===== config.mk =====
export PLATFORM = sky130hd
export DESIGN_NAME = addsub_serial
export DESIGN_NICKNAME = d
export VERILOG_FILES = /design/src/rtl/addsub_serial.sv
export SDC_FILE = /design/constraint.sdc
export NUM_CORES = 1
export LEC_CHECK = 0
export ABC_AREA = 1
export BUFFER_PORTS_ARGS = -buffer_cell sky130_fd_sc_hd__buf_2
export CAP_MARGIN = 20
export CORE_UTILIZATION = 45
export CTS_CLUSTER_DIAMETER = 30
export DETAILED_ROUTE_END_ITERATION = 10
export PLACE_DENSITY = 0.67
export RECOVER_POWER = 50
export SKIP_LAST_GASP = 1
export SLEW_MARGIN = 20
export SYNTH_ARGS = -nofsm -noshare
export SYNTH_HDL_FRONTEND = slang
export SYNTH_SLANG_ARGS = --single-unit

===== constraint.sdc =====
create_clock -name clk -period 6.7 [get_ports clk]
set_input_delay 0.67 -clock clk [delete_from_list [all_inputs] [get_ports clk]]
set_output_delay 0.67 -clock clk [all_outputs]
set_load 0.05 [all_outputs]

===== src/rtl/addsub_serial.sv =====
// addsub_serial: multi-cycle two's-complement adder/subtractor, CHUNK bits per clock
// with a start/busy/done handshake; carry ripples between chunks through cr.
module addsub_serial #(
   parameter int WIDTH = 8,
   parameter int CHUNK = 4
) (
   input  logic             clk,
   input  logic             rst,
   input  logic             start,
   input  logic [WIDTH-1:0] A,
   input  logic [WIDTH-1:0] B,
   input  logic             dir,
   output logic [WIDTH-1:0] S,
   output logic             carry,
   output logic             overflow,
   output logic             zero,
   output logic             busy,
   output logic             done
);
   localparam int N = WIDTH / CHUNK;
   localparam int IW = N > 1 ? $clog2(N) : 1;
   localparam logic [IW-1:0] LAST = IW'(N - 1);
   typedef enum logic [1:0] {IDLE, RUN, DONE} state_t;
   state_t state;
   logic [WIDTH-1:0] a_q, b_q, s_nx;
   logic [IW-1:0] idx;
   logic dir_q, cr, cin_msb;
   logic [CHUNK-1:0] a_c, b_c;
   logic [CHUNK:0] sum;
   always_comb begin
      a_c = a_q[idx*CHUNK +: CHUNK];
      b_c = b_q[idx*CHUNK +: CHUNK] ^ {CHUNK{dir_q}};
      sum = {1'b0, a_c} + {1'b0, b_c} + {{CHUNK{1'b0}}, cr};
      // carry into the top bit of this chunk; only meaningful on the last chunk
      cin_msb = a_c[CHUNK-1] ^ b_c[CHUNK-1] ^ sum[CHUNK-1];
      s_nx = S;
      s_nx[idx*CHUNK +: CHUNK] = sum[CHUNK-1:0];
   end
   always_ff @(posedge clk or posedge rst) begin
      if (rst) begin
         state <= IDLE;
         a_q <= '0;
         b_q <= '0;
         dir_q <= 1'b0;
         idx <= '0;
         cr <= 1'b0;
         S <= '0;
         carry <= 1'b0;
         overflow <= 1'b0;
         zero <= 1'b0;
         busy <= 1'b0;
         done <= 1'b0;
      end else begin
         done <= 1'b0;
         case (state)
            RUN: begin
               S <= s_nx;
               cr <= sum[CHUNK];
               idx <= idx + 1'b1;
               if (idx == LAST) begin
                  carry <= sum[CHUNK];
                  overflow <= sum[CHUNK] ^ cin_msb;
                  zero <= s_nx == '0;
                  busy <= 1'b0;
                  done <= 1'b1;
                  state <= DONE;
               end
            end
            default: begin
               if (start) begin
                  a_q <= A;
                  b_q <= B;
                  dir_q <= dir;
                  S <= '0;
                  idx <= '0;
                  cr <= dir;
                  busy <= 1'b1;
                  state <= RUN;
               end else begin
                  state <= IDLE;
               end
            end
         endcase
      end
   end
endmodule


==> metrics, run 1 <==
CTS sink cnt=34; root buf cell=clkbuf_8; Worst R2R Setup Slack=3.73 ns; most common cell in the netlist=nand2_1; critical path fanouts, max=21; H-tree depth=2; Horiz. Die Dim=63.40 µm; share of cells above drive strength 1=0.1841; gp weighted congestion=0.8654; Net Count, Synth=230; Congestion Overflow GR=0; initial antenna violation count=0; detailed placement HPWL=2317 µm; hold buffers post-CTS=0; top post-synthesis cells by count=96 x nand2_1, 34 x dfrtp_1, 12 x inv_1, 10 x nand3_1, 10 x o21ai_0; Synth area leaders=dfrtp_1 50%, nand2_1 21%, buf_6 3.3%, nand3_1 2.9%, o21ai_0 2.9%; RSZ-0062 raised after global routing=no; Worst-path clk slew=0.07 ns; PostCTS Resize Cnt=0; Crit. End Element=flip-flop; f_max=336.6 MHz; Routed WL=3156 µm; Final Skew=0.005893 ns; Via-to-Cell Ratio=4.740; clk buf depth=2; flops & latches, synth=34; worst flop-to-flop path startpoint=idx; Post-route DRC=0; diode count=0; Initial Util=0.4892; Seq/Total Area, Yosys=0.5015; CP startpoint=idx; CP endpoint=overflow; die footprint=4020 µm²; CTS tree=yes; Yosys Warn Count=0; Mean Syn Cell Area=8.276 µm²; Worst Path Arrival=3.15 ns; Initial DRC Count=88; Fin. Hold Viols=0; Tot GR Track Use=0.1827; vias in the first global route=1313; setup total negative slack=0 ns; die height=63.40 µm; Req. time, crit path=6.88 ns; WS Path Type=reg2reg; Nets=263; Max-slew headroom=-0.1780; Detail Route Antenna Nets=0; Min-Delay Path Class=reg2reg; fraction of registers with async set/reset=1.000; Setup-failing EPs final=0; DR vias=1351; I/O Buffers=32; unique cell type count in the Yosys netlist=26; Final Max Slew Viols=35; drt pass-1 iters=4; area share of the largest cell type after synthesis=0.5015; r2r endpoint=overflow; core area=3468 µm²; number of CTS-inserted buffers=5; failing checks=max-capacitance violations, max-slew violations; Main synth FF type=dfrtp_1; Worst R2R Path Depth=11; clk_lat worst skew=0.28 ns; Cells after Synth=205; final worst path period share=0.4435; Post-synth EDFFs=0; Yosys top cell by area=dfrtp_1; CP Launch Type=flip-flop; max-capacitance violation count=1; status=complete, but fails checks; number of cell rows=21; setup bufs post-CTS=0; Layout area overhead=13.94%; Worst Max-Slew Pin Slew=1.767 ns; largest net degree at the start of global routing=35; Post-Synthesis Cell Area=1697 µm²; DR WL/cell=11.07 µm; first-pass GRT wire length=5747 µm; IO Pins=33; min cycle time layout=2.971 ns
-- cell type report --
class,count,area (µm²)
clock inverter,1,5.005
sequential,34,850.8
tap,46,57.56
clock buffer,7,86.33
timing repair buffer,33,162.7
inverter,15,56.30
fill,361,1535
multi-input combinational,149,714.4
-- per-layer routing --
metal | global-route usage | vias up | part of all wire
li1 | - | 706 | -
met1 | 0.2336 | 613 | 0.48
met2 | 0.2965 | 26 | 0.47
met3 | 0.04529 | 6 | 0.035
met4 | 0.06818 | 0 | 0.012
met5 | 0 | - | 0
-- how the worst min path moves through the flow --
stage	start	endpoint	slack (ns)	depth (start not counted)
5_1_grt	b_q[4]	b_q[4]	0.49	2
2_1_floorplan	a_q[0]	a_q[0]	0.45	2
4_1_cts	rst	cr	0.48	3
3_5_place_dp	a_q[4]	a_q[4]	0.47	2
3_3_place_gp	b_q[4]	b_q[4]	0.47	2
6_report	b_q[1]	b_q[1]	0.48	2
-- critical path, stage by stage, from the launching register on --
cell and delay [ns]:
dfrtp_1 0.78, inv_1 0.36, nand2_1 0.15, nand2_1 0.08, fa_1 0.44, fa_1 0.40
nand2_1 0.10, nand2_1 0.05, a21oi_1 0.23, nand3_1 0.11, nand3_1 0.10, nand2_1 0.05
-- state kept, by name, summed over array words and instances, names as in the netlist --
register	cells
zero	1
S	8
b_q	8
a_q	8
done	1
cr	1
idx	1
dir_q	1
carry	1
state	2
overflow	1
busy	1
-- metrics by stage --
stage	instances	util	hold WS (ns)	area, µm²	setup WS [ns]
after floorplan	205	-	0.4492	1697	4.426
after global placement	277	0.5354	0.4671	1857	3.916
after detailed placement	277	0.5354	0.4659	1857	3.735
after CTS	285	0.5617	0.4772	1948	3.725
after global routing	285	0.5574	0.4924	1933	3.439
final	285	0.5574	0.4792	1933	3.729
-- kinds of logic (layout without fill, tap and decap cells) --
group,Yosys count,count (layout),share of synthesized area
simple gates,121,121,0.2943
flops,34,34,0.5015
buf+inv,22,56,0.07152
compound gates,19,19,0.06637
fa+ha+maj,5,5,0.04573
xor+xnor,4,4,0.02065
-- cell usage in the layout (no fill, tap or decap), types with 3 or more instances in the layout --
| cell | count |
|---|---|
| nand3_1 | 11 |
| ha_1 | 3 |
| inv_1 | 13 |
| xor2_1 | 4 |
| o21ai_0 | 10 |
| nor2_1 | 6 |
| dfrtp_1 | 34 |
| clkbuf_8 | 6 |
| nand2_1 | 98 |
| clkbuf_1 | 3 |
| buf_2 | 31 |
Power of run 1 is not shown: default switching activity piles up to over one toggle a cycle in this logic, so the estimate is an artifact.
==> run 2, diff against run 1 <==
Settings changed: PLACE_DENSITY 0.67 to 0.7.
Clock period 6.7 ns to 2.5 ns, I/O delays scaled along.
==> metrics, run 2 (synthesis gave the netlist of run 1 again) <==
H-tree depth=2; min cycle time layout=2.287 ns; Fillers=363; Worst Max-Slew Pin Slew=0.8885 ns; CP cell instances=buf_4 -> nand2_1 -> nand2_1 -> fa_1 -> fa_1 -> nand2_1 -> nand2_1 -> a21oi_2 -> nand3_1 -> nand3_1 -> nand2_1; Worst Path Arrival=2.46 ns; core area=3468 µm²; Worst path top cell family by delay=adder cells; clk buf depth=2; die height=63.40 µm; Initial Util=0.4892; crit path max-delay cell type=fa_1; detailed placement HPWL=2456 µm; die footprint=4020 µm²; PostCTS Resize Cnt=0; critical path fanouts, max=7; f_max=437.3 MHz; CTS tree=yes; Crit. End Element=flip-flop; Worst-path clk slew=0.07 ns; share of cells above drive strength 1=0.1983; RSZ-0062 raised after global routing=no; max-capacitance violation count=0; Layout area overhead=15.56%; biggest regs=S: 8 flops, a_q: 8 flops, b_q: 8 flops; Horiz. Die Dim=63.40 µm; Final Max Slew Viols=0; Crit path largest cell delay=0.45 ns; root buf cell=clkbuf_8; vias in the first global route=1335; register area=850.8 µm²; final worst path period share=0.9146; I/O Buffers=32; most frequent cells in the layout=96 x nand2_1, 34 x dfrtp_1, 28 x buf_2; Fin. Hold Viols=0; Final Skew=0.002788 ns; Initial DRC Count=77; gp weighted congestion=0.8937; status=finished, final reports clean; Max-slew headroom=0.4076; DR vias=1363; Req. time, crit path=2.68 ns; diode count=0; DR WL/cell=11.41 µm; Routed WL=3285 µm; number of CTS-inserted buffers=5; Design Area, Final=1961 µm²; Post-route DRC=0; hold buffers post-CTS=0; initial antenna violation count=0; first-pass GRT wire length=5885 µm; number of cell rows=21; setup bufs post-CTS=0; Critical path buffers and inverters=1; Tot GR Track Use=0.1909; multi-input logic area=723.2 µm²; Detail Route Antenna Nets=0; Via-to-Cell Ratio=4.733; clk_lat worst skew=0.28 ns; largest net degree at the start of global routing=21; area post-placement=1879 µm²; CTS sink cnt=34; commonest non-fill, non-tap cell in the layout=nand2_1; Min-Delay Path Class=in2async; CP Launch Type=flip-flop; cell repeated most along the worst path=nand2_1; drt pass-1 iters=4; Congestion Overflow GR=0; WS Path Type=reg2reg; Nets=266; setup total negative slack=0 ns; IO Pins=33; Setup-failing EPs final=0
[run 2: cell count changes in the layout (fill, tap and decap cells not counted)]
cell      change
o21ai_0       -1
nand2_1       -2
a21oi_1       -1
buf_4         +3
nand2_2       +2
inv_2         +1
a21oi_2       +1
buf_2         -3
inv_1         -1
o21ai_1       +1
clkbuf_1      +3
[run 2: layout make-up]
type	count	area share
Clock inverter	1	0.002553
Multi-Input combinational cell	149	0.3689
Clock buffer	7	0.04403
Sequential cell	34	0.4340
Tap cell	46	0.02936
Timing Repair Buffer	36	0.09253
Inverter	15	0.02872
[run 2: worst paths after layout]
| path | start | endpoint | slack [ns] | depth (start not counted) |
|---|---|---|---|---|
| max | idx | overflow | 0.21 | 11 |
| min | rst | b_q[6] | 0.06 | 2 |
| max reg2reg | idx | overflow | 0.21 | 11 |
| min reg2reg | b_q[1] | b_q[1] | 0.48 | 2 |
| max in group asynchronous | rst | S[7] | 1.21 | 3 |
| min in group clk | B[5] | b_q[5] | 0.16 | 3 |
[run 2: metrics by stage]
stage,std cells,setup WS (ns),util,hold WS [ns]
finish,288,0.2134,0.5653,0.06185
global route,288,0.006770,0.5653,0.1062
CTS,288,0.08948,0.5682,0.08912
detailed placement,280,0.1139,0.5418,0.3896
global placement,280,0.2396,0.5418,0.3805
floorplan,205,0.2263,-,0.3596
[run 2: per-layer routing]
layer / GRT usage / vias up / part of all wire
li1: - / 704 / -
met3: 0.04348 / 7 / 0.040
met1: 0.2424 / 620 / 0.47
met2: 0.3112 / 32 / 0.47
met5: 0 / - / 0
met4: 0.07955 / 0 / 0.015
Power of run 2 is left out for the same reason.
==> run 3, diff against run 2 <==
Settings changed: REMOVE_ABC_BUFFERS from default to 1.
==> metrics, run 3 (synthesis gave the netlist of run 1 again) <==
Nets=265; clk_lat worst skew=0.28 ns; Worst R2R Path Depth=10; Initial DRC Count=53; critical path fanouts, max=9; Crit. End Element=flip-flop; CTS sink cnt=34; root buf cell=clkbuf_8; DR WL/cell=11.18 µm; die footprint=4020 µm²; Worst R2R Setup Slack=0.19 ns; failing checks=max-capacitance violations, max-slew violations; diode count=0; status=complete, but fails checks; biggest regs=S: 8 flops, a_q: 8 flops, b_q: 8 flops; CTS tree=yes; share of cells above drive strength 1=0.1950; Initial Util=0.4892; WS Path Type=reg2reg; r2r endpoint=overflow; drt pass-1 iters=4; worst flop-to-flop path startpoint=idx; die height=63.40 µm; non-filler cells, final=287; I/O Buffers=32; setup total negative slack=0 ns; detailed placement HPWL=2292 µm; commonest non-fill, non-tap cell in the layout=nand2_1; Setup-failing EPs final=0; number of CTS-inserted buffers=5; core area=3468 µm²; Via-to-Cell Ratio=4.868; Routed WL=3208 µm; DP Worst Slack=0.1122 ns; Min-Delay Path Class=in2reg; clk buf depth=2; placed cells=279; Post-route DRC=0; hold buffers post-CTS=0; largest net degree at the start of global routing=35; CP Launch Type=flip-flop; first-pass GRT wire length=5809 µm; max-capacitance violation count=1; Layout area overhead=15.34%; final worst slack=0.1876 ns; Worst Hold Launch=A[4]; Tot GR Track Use=0.1926; Horiz. Die Dim=63.40 µm; Req. time, crit path=2.68 ns; number of cell rows=21; gp weighted congestion=0.8743; IO Pins=33; Worst-path clk slew=0.07 ns; f_max=432.4 MHz; WHS Path Cells=3; Max-slew headroom=-0.1690; most frequent cells in the layout=96 x nand2_1, 34 x dfrtp_1, 27 x buf_2; Hold EP=a_q[4]; Fillers=336; RSZ-0062 raised after global routing=no; final worst path period share=0.9250; DR vias=1397; initial antenna violation count=0; H-tree depth=2; Final Skew=0.005431 ns; vias in the first global route=1339; Final Max Slew Viols=35; Worst Path Arrival=2.49 ns; min cycle time layout=2.312 ns; Worst Max-Slew Pin Slew=1.753 ns; Detail Route Antenna Nets=0; Fin. Hold Viols=0; Congestion Overflow GR=0
[run 3: critical path: stages, from the launching register on]
cell     delay [ns]
dfrtp_1        0.46
o21ai_0        0.24
xor2_1         0.12
fa_1           0.43
fa_1           0.40
nand2_1        0.10
nand2_1        0.06
a21oi_2        0.18
nand3_1        0.09
nand3_1        0.09
nand2_1        0.05
[run 3: repair_timing]
action	CTS	global route
setup buffers	0	0
setup endpoints to repair	0	1
resized for setup	0	1
[run 3: stage by stage]
step                  util  hold WS (ns)  area (µm²)
finish              0.5642        0.1565        1957
global route        0.5642        0.1480        1957
CTS                 0.5660       0.05577        1963
detailed placement  0.5397        0.3683        1872
global placement    0.5397        0.3623        1872
floorplan                -        0.3596        1632
[run 3: cell type report]
| type | instances | area, µm² | share of cell area |
|---|---|---|---|
| repair buffers | 35 | 172.7 | 0.08824 |
| flip-flops and latches | 34 | 850.8 | 0.4348 |
| well taps | 46 | 57.56 | 0.02941 |
| multi-input cells | 149 | 728.2 | 0.3721 |
| clock inverters | 1 | 5.005 | 0.002558 |
| clock buffers | 7 | 86.33 | 0.04412 |
| inverters | 15 | 56.30 | 0.02877 |
[run 3: how the worst max path moves through the flow]
stage / to / cells past startpoint / startpoint
final: overflow / 10 / idx
after global routing: zero / 11 / idx
after CTS: overflow / 10 / idx
after detailed placement: overflow / 10 / idx
after global placement: overflow / 10 / idx
after floorplan: overflow / 11 / idx
[run 3: metal layers]
metal  vias to the layer above  GRT usage  share of wire
met5                         -          0              0
met1                       644     0.2214           0.46
met4                         0     0.1193          0.020
met3                         4    0.06159          0.047
met2                        35     0.3085           0.47
li1                        714          -              -
Power of run 3 is left out for the same reason.
